### src/rtl/sdpram_fifo_ctrl.sv
// Synchronous FIFO controller sequencing one simple dual-port RAM as storage.
// A 3-entry output buffer and read credits hide the RAM's 2-cycle read latency.
module sdpram_fifo_ctrl #(
    parameter int DWIDTH = 18,
    parameter int AWIDTH = 10
) (
    input  logic              clk,
    input  logic              rst_n,
    input  logic              wr_valid,
    output logic              wr_ready,
    input  logic [DWIDTH-1:0] wr_data,
    output logic              rd_valid,
    input  logic              rd_ready,
    output logic [DWIDTH-1:0] rd_data,
    output logic [AWIDTH+1:0] count,
    output logic              ram_en_a,
    output logic              ram_write_a,
    output logic [DWIDTH-1:0] ram_wr_data_a,
    output logic [AWIDTH-1:0] ram_addr_a,
    output logic              ram_en_b,
    output logic [AWIDTH-1:0] ram_addr_b,
    input  logic [DWIDTH-1:0] ram_rd_data_b
);

    localparam logic [AWIDTH:0] DEPTH = {1'b1, {AWIDTH{1'b0}}};

    logic [AWIDTH-1:0] wptr;
    logic [AWIDTH-1:0] rptr;
    logic [AWIDTH:0]   ram_cnt;
    logic [AWIDTH:0]   avail_cnt;
    logic [AWIDTH:0]   avail_eff;
    logic              wr_fire_d;
    logic [1:0]        rv_q;
    logic [1:0]        buf_cnt;
    logic [1:0]        bhead;
    logic [1:0]        btail;
    logic [DWIDTH-1:0] bmem [0:2];
    logic [1:0]        inflight;
    logic [2:0]        occ;
    logic              wr_fire;
    logic              rd_fire;
    logic              issue;

    function automatic logic [1:0] nxt(input logic [1:0] p);
        return (p == 2'd2) ? 2'd0 : p + 2'd1;
    endfunction

    assign wr_ready = (ram_cnt != DEPTH);
    assign rd_valid = (buf_cnt != 2'd0);
    assign rd_data  = bmem[bhead];
    assign wr_fire  = wr_valid & wr_ready;
    assign rd_fire  = rd_valid & rd_ready;

    // A word becomes issuable the cycle after its write handshake
    assign avail_eff = avail_cnt + (AWIDTH+1)'(wr_fire_d);
    assign inflight  = 2'(rv_q[0]) + 2'(rv_q[1]);
    assign occ       = 3'(inflight) + 3'(buf_cnt) - 3'(rd_fire);
    assign issue     = (avail_eff != '0) && (occ < 3'd3);

    assign ram_en_a      = rst_n & wr_fire;
    assign ram_write_a   = rst_n & wr_fire;
    assign ram_addr_a    = wptr;
    assign ram_wr_data_a = wr_data;
    assign ram_en_b      = rst_n & issue;
    assign ram_addr_b    = rptr;

    always_ff @(posedge clk) begin
        if (!rst_n) begin
            wptr      <= '0;
            rptr      <= '0;
            ram_cnt   <= '0;
            avail_cnt <= '0;
            wr_fire_d <= 1'b0;
            rv_q      <= '0;
            buf_cnt   <= '0;
            bhead     <= '0;
            btail     <= '0;
            count     <= '0;
        end else begin
            if (wr_fire) wptr <= wptr + AWIDTH'(1);
            if (issue) rptr <= rptr + AWIDTH'(1);
            wr_fire_d <= wr_fire;
            ram_cnt   <= ram_cnt + (AWIDTH+1)'(wr_fire) - (AWIDTH+1)'(issue);
            avail_cnt <= avail_eff - (AWIDTH+1)'(issue);
            rv_q      <= {rv_q[0], issue};
            if (rv_q[1]) btail <= nxt(btail);
            if (rd_fire) bhead <= nxt(bhead);
            buf_cnt <= buf_cnt + 2'(rv_q[1]) - 2'(rd_fire);
            count   <= count + (AWIDTH+2)'(wr_fire) - (AWIDTH+2)'(rd_fire);
        end
    end

    // Return data lands at the end of issue cycle + 2
    always_ff @(posedge clk) begin
        if (rst_n && rv_q[1]) bmem[btail] <= ram_rd_data_b;
    end

endmodule

### config.mk
export PLATFORM = sky130hd
export DESIGN_NAME = sdpram_fifo_ctrl
export DESIGN_NICKNAME = d
export VERILOG_FILES = /design/src/rtl/sdpram_fifo_ctrl.sv
export SDC_FILE = /design/constraint.sdc
export NUM_CORES = 1
export LEC_CHECK = 0
export ABC_AREA = 1
export BUFFER_PORTS_ARGS = -buffer_cell sky130_fd_sc_hd__buf_2
export CAP_MARGIN = 40
export CELL_PAD_IN_SITES_DETAIL_PLACEMENT = 0
export CELL_PAD_IN_SITES_GLOBAL_PLACEMENT = 1
export CORE_MARGIN = 3
export CORE_UTILIZATION = 45
export DETAILED_ROUTE_END_ITERATION = 8
export GPL_ROUTABILITY_DRIVEN = 0
export PLACE_DENSITY = 0.9
export SLEW_MARGIN = 10
export SYNTH_ARGS = -nofsm -noshare
export SYNTH_HDL_FRONTEND = slang
export SYNTH_SLANG_ARGS = --single-unit
### constraint.sdc
create_clock -name clk -period 7 [get_ports clk]
set_input_delay 1.4 -clock clk [delete_from_list [all_inputs] [get_ports clk]]
set_output_delay 1.4 -clock clk [all_outputs]
set_load 0.01 [all_outputs]
==> results of run 1 <==
## Yosys cell counts, types with 6 or more instances
cell	number	area, µm²
nand2_1	120	450
inv_1	99	372
a21oi_1	96	480
nor2_1	84	315
dfxtp_1	65	1300
edfxtp_1	54	1620
ha_1	36	450
nand3_1	32	160
o21ai_0	30	150
buf_4	19	143
clkbuf_1	13	48.8
nor3_1	8	40.0
nand4_1	6	37.5
xnor2_1	6	52.6
## routing by layer
metal / part of all wire / track usage / vias up
li1: - / - / 2479
met1: 0.44 / 0.202 / 2159
met2: 0.49 / 0.300 / 117
met3: 0.060 / 0.0594 / 12
met4: 0.013 / 0.0651 / 0
met5: 0 / 0 / -
## kinds of logic after synthesis
group	count (synthesis)	share of synthesized area
DFF	119	0.485
xor gates and xnor gates	8	0.0116
buffers and inverters	135	0.0973
AOI/OAI and AO/OA	142	0.124
adders and majority gates	40	0.0880
and+or+nand+nor	271	0.194
## flip-flops by register name, summed over array words and instances, names as in the netlist, 10 cells and up, named ones only
signal and flops:
count 12, ram_cnt 11, avail_cnt 11, bmem 54
ram_addr_b 10, ram_addr_a 10
## power by group through the flow
stage | Clock, mW | Sequential, mW | Combinational [mW]
2_1_floorplan | 0 | 0.940 | 1.05
3_3_place_gp | 0 | 0.959 | 1.33
3_5_place_dp | 0 | 0.961 | 1.36
4_1_cts | 0.806 | 0.948 | 1.38
5_1_grt | 0.840 | 0.963 | 1.59
6_report | 0.792 | 0.947 | 1.37
## cell type report
cell class	count	share of cell area
sequential	119	0.418
tap	172	0.0308
timing repair buffer	79	0.0576
multi-input combinational	461	0.361
inverter	101	0.0542
clock inverter	12	0.0152
clock buffer	20	0.0625
## layout by cell type (no fill, tap or decap), types with 6 or more instances in the layout
cell type  count
xnor2_1        6
nand3_1       32
buf_2         76
nor3_1         7
nand4_1        6
clkbuf_16     17
nor2_1        84
inv_1         99
edfxtp_1      54
o21ai_0       30
ha_1          36
a21oi_1       96
dfxtp_1       65
nand2_1      120
## worst max-delay path: cells and delay by family
kind          cells  cell delay (ns)
simple gates      5             0.63
fa+ha+maj         3             1.09
buf+inv           5             0.60
## path summary, 6_finish.rpt
check	start	end	slack, ns	cells past startpoint
setup / recovery	rd_ready	ram_en_b	1.86	13
hold / removal	rv_q[0]	rv_q[1]	0.42	2
setup reg to reg	buf_cnt[1]	ram_cnt[8]	2.68	25
hold reg to reg	rv_q[0]	rv_q[1]	0.42	2
## through the flow
| step | hold slack (ns) | worst slack, ns | util | cells | area, µm² |
|---|---|---|---|---|---|
| 2_1_floorplan | 0.407 | 2.34 | - | 715 | 6030 |
| 6_report | 0.424 | 1.86 | 0.543 | 964 | 6990 |
| 3_5_place_dp | 0.418 | 1.83 | 0.501 | 932 | 6450 |
| 4_1_cts | 0.426 | 1.83 | 0.543 | 964 | 6990 |
| 3_3_place_gp | 0.420 | 1.93 | 0.501 | 932 | 6450 |
| 5_1_grt | 0.445 | 1.65 | 0.543 | 964 | 6990 |
==> reports/results.ini, run 1 <==
[outcome]
outcome = complete, no violations

[finish]
nets = 859
multi_input_area_um2 = 2530
antenna_cells = 0
seq_area_um2 = 2920
layout-drive-gt1-share = 0.154
nFillCells = 1174
syn_to_final_growth_pct = 15.9

[synth]
synth-main-ff-cell = dfxtp_1
ys_types = 39
async_reset_ff_frac = 0
synth-edff-count = 54
syn_nets = 795
yosys_warnings = 0
postSynthAreaPerCell_um2 = 8.43
syn_area_um2 = 6030
synth.ff_latch_count = 119
syn_inst = 715
synth_seq_area_share = 0.485

[worst_setup_path]
slowest_stage = fa_1
cp-start-kind = input port
crit_path_end_kind = output pin
worstPathArrival_ns = 3.74
crit_chain = buf_2 > nand2_1 > inv_1 > ha_1 > fa_1 > inv_1 > fa_1 > nand2_1 > nand3_1 > inv_1 > nand2_1 > nor2_1 > buf_2
worst-setup-path-type = in2out
crit_required_ns = 5.60
max_stage_delay_ns = 0.42
crit_fanout = 5

[power_and_ir_drop]
p_int_mw = 1.85
p_seq_frac = 0.305
clkPwrFrac = 0.255
combPwrFrac = 0.441
p_sw_mw = 1.26
p_leak_nw = 3.08
ir_drop_mv = 0.282
p_total_mw = 3.11
powerDensity_nw_per_um2 = 445
switching_share = 0.406

[placement]
port_buffers = 76
hpwl_um = 8570

[die]
initial_core_util = 0.468
dieWidth_um = 122
dieHeight_um = 122
std_cell_rows = 41
core_um2 = 12900
dieArea_um2 = 14800
pin_count = 113

[timing]
clock-skew-final_ns = 0.00911
max_freq_ghz = 0.194
worstMarginPinSlew_ns = 0.845
slew_viol_final = 0
setup_violations = 0
fin_tns_setup_ns = 0
rsz0062_at_grt = false
relSlewSlack = 0.437
period_share = 0.735
period_needed_ns = 5.14
final-hold-violation-count = 0

[grt]
grt-ovfl-total = 0
grt_util_all_layers = 0.175
grt_pass1_wl_um = 20500
antenna_found_initial = 0
grt_pass1_vias = 4532
grt_max_degree = 46

[clock_network]
clock_path_buffers = 2
postCtsHoldBufs = 0
cts_setup_buffers = 0
cts_buffers = 17
cts_resized = 0
tritoncts = yes
cts_sinks = 119
clk_latency_ns = 0.42
cts_root_buffer = clkbuf_16
path_clk_slew_ns = 0.06
htree_num_levels = 4

[route]
wl_per_cell_um = 12.9
detail-route-antenna-nets = 0
wl_um = 12500
vias_per_cell = 4.95
route.detailed.drc = 0
firstDrtPassIters = 4
initialDrtViolationCount = 274
vias = 4767

[worst_hold_path]
hp-class = reg2reg

[flow_run]
maxCapViolCount = 0

(Power assumes the default switching activity.)
==> run 2, diff against run 1 <==
- CORE_UTILIZATION: 45 -> 41
- PLACE_DENSITY: 0.9 -> 0.83
- clock period: 7 -> 4.8 ns (I/O delays scaled with it)
==> reports/results.ini, run 2 (same netlist as run 1, synthesis figures left out) <==
[clock_network]
tritoncts = yes
cts_setup_buffers = 0
cts_root_buffer = clkbuf_16
htree_num_levels = 4
clk_latency_ns = 0.41
cts_resized = 0
clock_path_buffers = 2
cts_sinks = 119
path_clk_slew_ns = 0.06
cts_buffers = 17
postCtsHoldBufs = 0

[grt]
grt_util_all_layers = 0.160
grt-ovfl-total = 0
grt_pass1_vias = 4745
grt_max_degree = 45
antenna_found_initial = 0
grt_pass1_wl_um = 21200

[finish]
reg.largest.list = bmem x54, count x12
instances_no_fill = 973
fin_util = 0.500
nets = 861
stdcell_area_um2 = 7080
antenna_cells = 0
largest-register = bmem
layout_common_cells = nand2_1, inv_1, a21oi_1, nor2_1, buf_2
mostFrequentLayoutCell = nand2_1
syn_to_final_growth_pct = 17.4
largest_reg_flops = 54
layout-drive-gt1-share = 0.158

[outcome]
outcome = complete, no violations

[placement]
dpl_worst_slack_ns = 0.129
port_buffers = 76
post_dp_cell_area_um2 = 6480
hpwl_um = 8720
placed_cells = 942

[timing]
worstMarginPinSlew_ns = 0.821
fin_tns_setup_ns = 0
clock-skew-final_ns = 0.0170
rsz0062_at_grt = false
period_share = 0.885
slew_viol_final = 0
finalWorstSetupSlack_ns = 0.552
relSlewSlack = 0.452
setup_violations = 0
final-hold-violation-count = 0
period_needed_ns = 4.25
max_freq_ghz = 0.235

[route]
vias_per_cell = 4.94
wl_um = 12400
initialDrtViolationCount = 199
detail-route-antenna-nets = 0
firstDrtPassIters = 5
wl_per_cell_um = 12.7
route.detailed.drc = 0
vias = 4806

[worst_setup_path]
crit_path_end_kind = flip-flop
reg2reg_from = buf_cnt[1]
worst-setup-path-type = in2reg
ff2ff_path_depth = 25
cp-startpoint = rd_ready
r2r-end = ram_cnt[8]
crit_required_ns = 5.14
crit_fanout = 5
worstPathArrival_ns = 4.59
timing.reg2reg.setup_slack_ns = 0.62
cp-start-kind = input port

[power_and_ir_drop]
p_leak_nw = 3.12
switching_share = 0.396
ir_drop_mv = 0.387
combPwrFrac = 0.427
clkPwrFrac = 0.275
p_int_mw = 2.80
powerDensity_nw_per_um2 = 656
p_seq_frac = 0.298
p_sw_mw = 1.84

[die]
dieHeight_um = 127
initial_core_util = 0.426
pin_count = 113
core_um2 = 14100
dieArea_um2 = 16200
std_cell_rows = 43
dieWidth_um = 127

[worst_hold_path]
hp-class = reg2reg
hp-start = rv_q[0]
hold_depth = 2
hold_end = rv_q[1]

[flow_run]
maxCapViolCount = 0

[run 2: cell count changes in the layout (fill, tap and decap cells not counted)]
cell and delta:
buf_4 +1, buf_6 +1, bufinv_16 +2, clkbuf_1 -3, clkinv_1 +1, clkinv_2 -3
clkinv_4 -1, clkinvlp_4 -1, inv_6 +4, nor3_2 -1, nor3_4 +1
[run 2: per-stage QoR]
step / total power, mW / hold slack (ns)
5_1_grt: 5.08 / 0.457
4_1_cts: 4.69 / 0.424
3_5_place_dp: 3.39 / 0.418
6_report: 4.64 / 0.422
3_3_place_gp: 3.34 / 0.422
2_1_floorplan: 2.90 / 0.407
[run 2: power groups by stage]
stage	Combinational (mW)	Sequential, mW	Clock [mW]
6_report	1.98	1.38	1.28
5_1_grt	2.32	1.41	1.36
4_1_cts	2.00	1.39	1.30
3_5_place_dp	1.99	1.40	0
3_3_place_gp	1.95	1.40	0
2_1_floorplan	1.52	1.37	0
[run 2: how the worst max path moves through the flow]
stage / end / cells past startpoint
after floorplan: ram_cnt[8] / 23
after global placement: ram_cnt[8] / 24
after detailed placement: ram_cnt[8] / 24
after CTS: ram_en_b / 13
after global routing: ram_cnt[8] / 25
final: ram_cnt[8] / 24
[run 2: critical path, stage by stage]
cell and delay (ns):
buf_2 0.10, nand2_1 0.09, inv_1 0.11, ha_1 0.30
fa_1 0.36, inv_1 0.07, fa_1 0.40, nand2_1 0.08
nand3_1 0.15, inv_1 0.15, nand2_1 0.14, inv_1 0.11
ha_1 0.22, inv_1 0.05, ha_1 0.21, inv_1 0.07
fa_1 0.40, inv_1 0.12, nand2_1 0.06, nand2_1 0.11
nand2_1 0.06, nand2_1 0.06, o21ai_0 0.07, a21oi_1 0.13
[run 2: routing by layer]
layer | vias to the layer above | global-route usage | part of all wire | wire length, µm
li1 | 2486 | - | - | -
met1 | 2196 | 0.194 | 0.46 | 5680
met2 | 103 | 0.270 | 0.48 | 5920
met3 | 21 | 0.0443 | 0.050 | 625
met4 | 0 | 0.0612 | 0.014 | 179
met5 | - | 0 | 0 | 0
[run 2: final cells by class]
class                           instances  area (µm²)
Fill cell                            1320        7070
Timing Repair Buffer                   81         422
Inverter                              101         379
Sequential cell                       119        2920
Tap cell                              180         225
Multi-Input combinational cell        461        2530
Clock buffer                           17         425
Clock inverter                         14         174
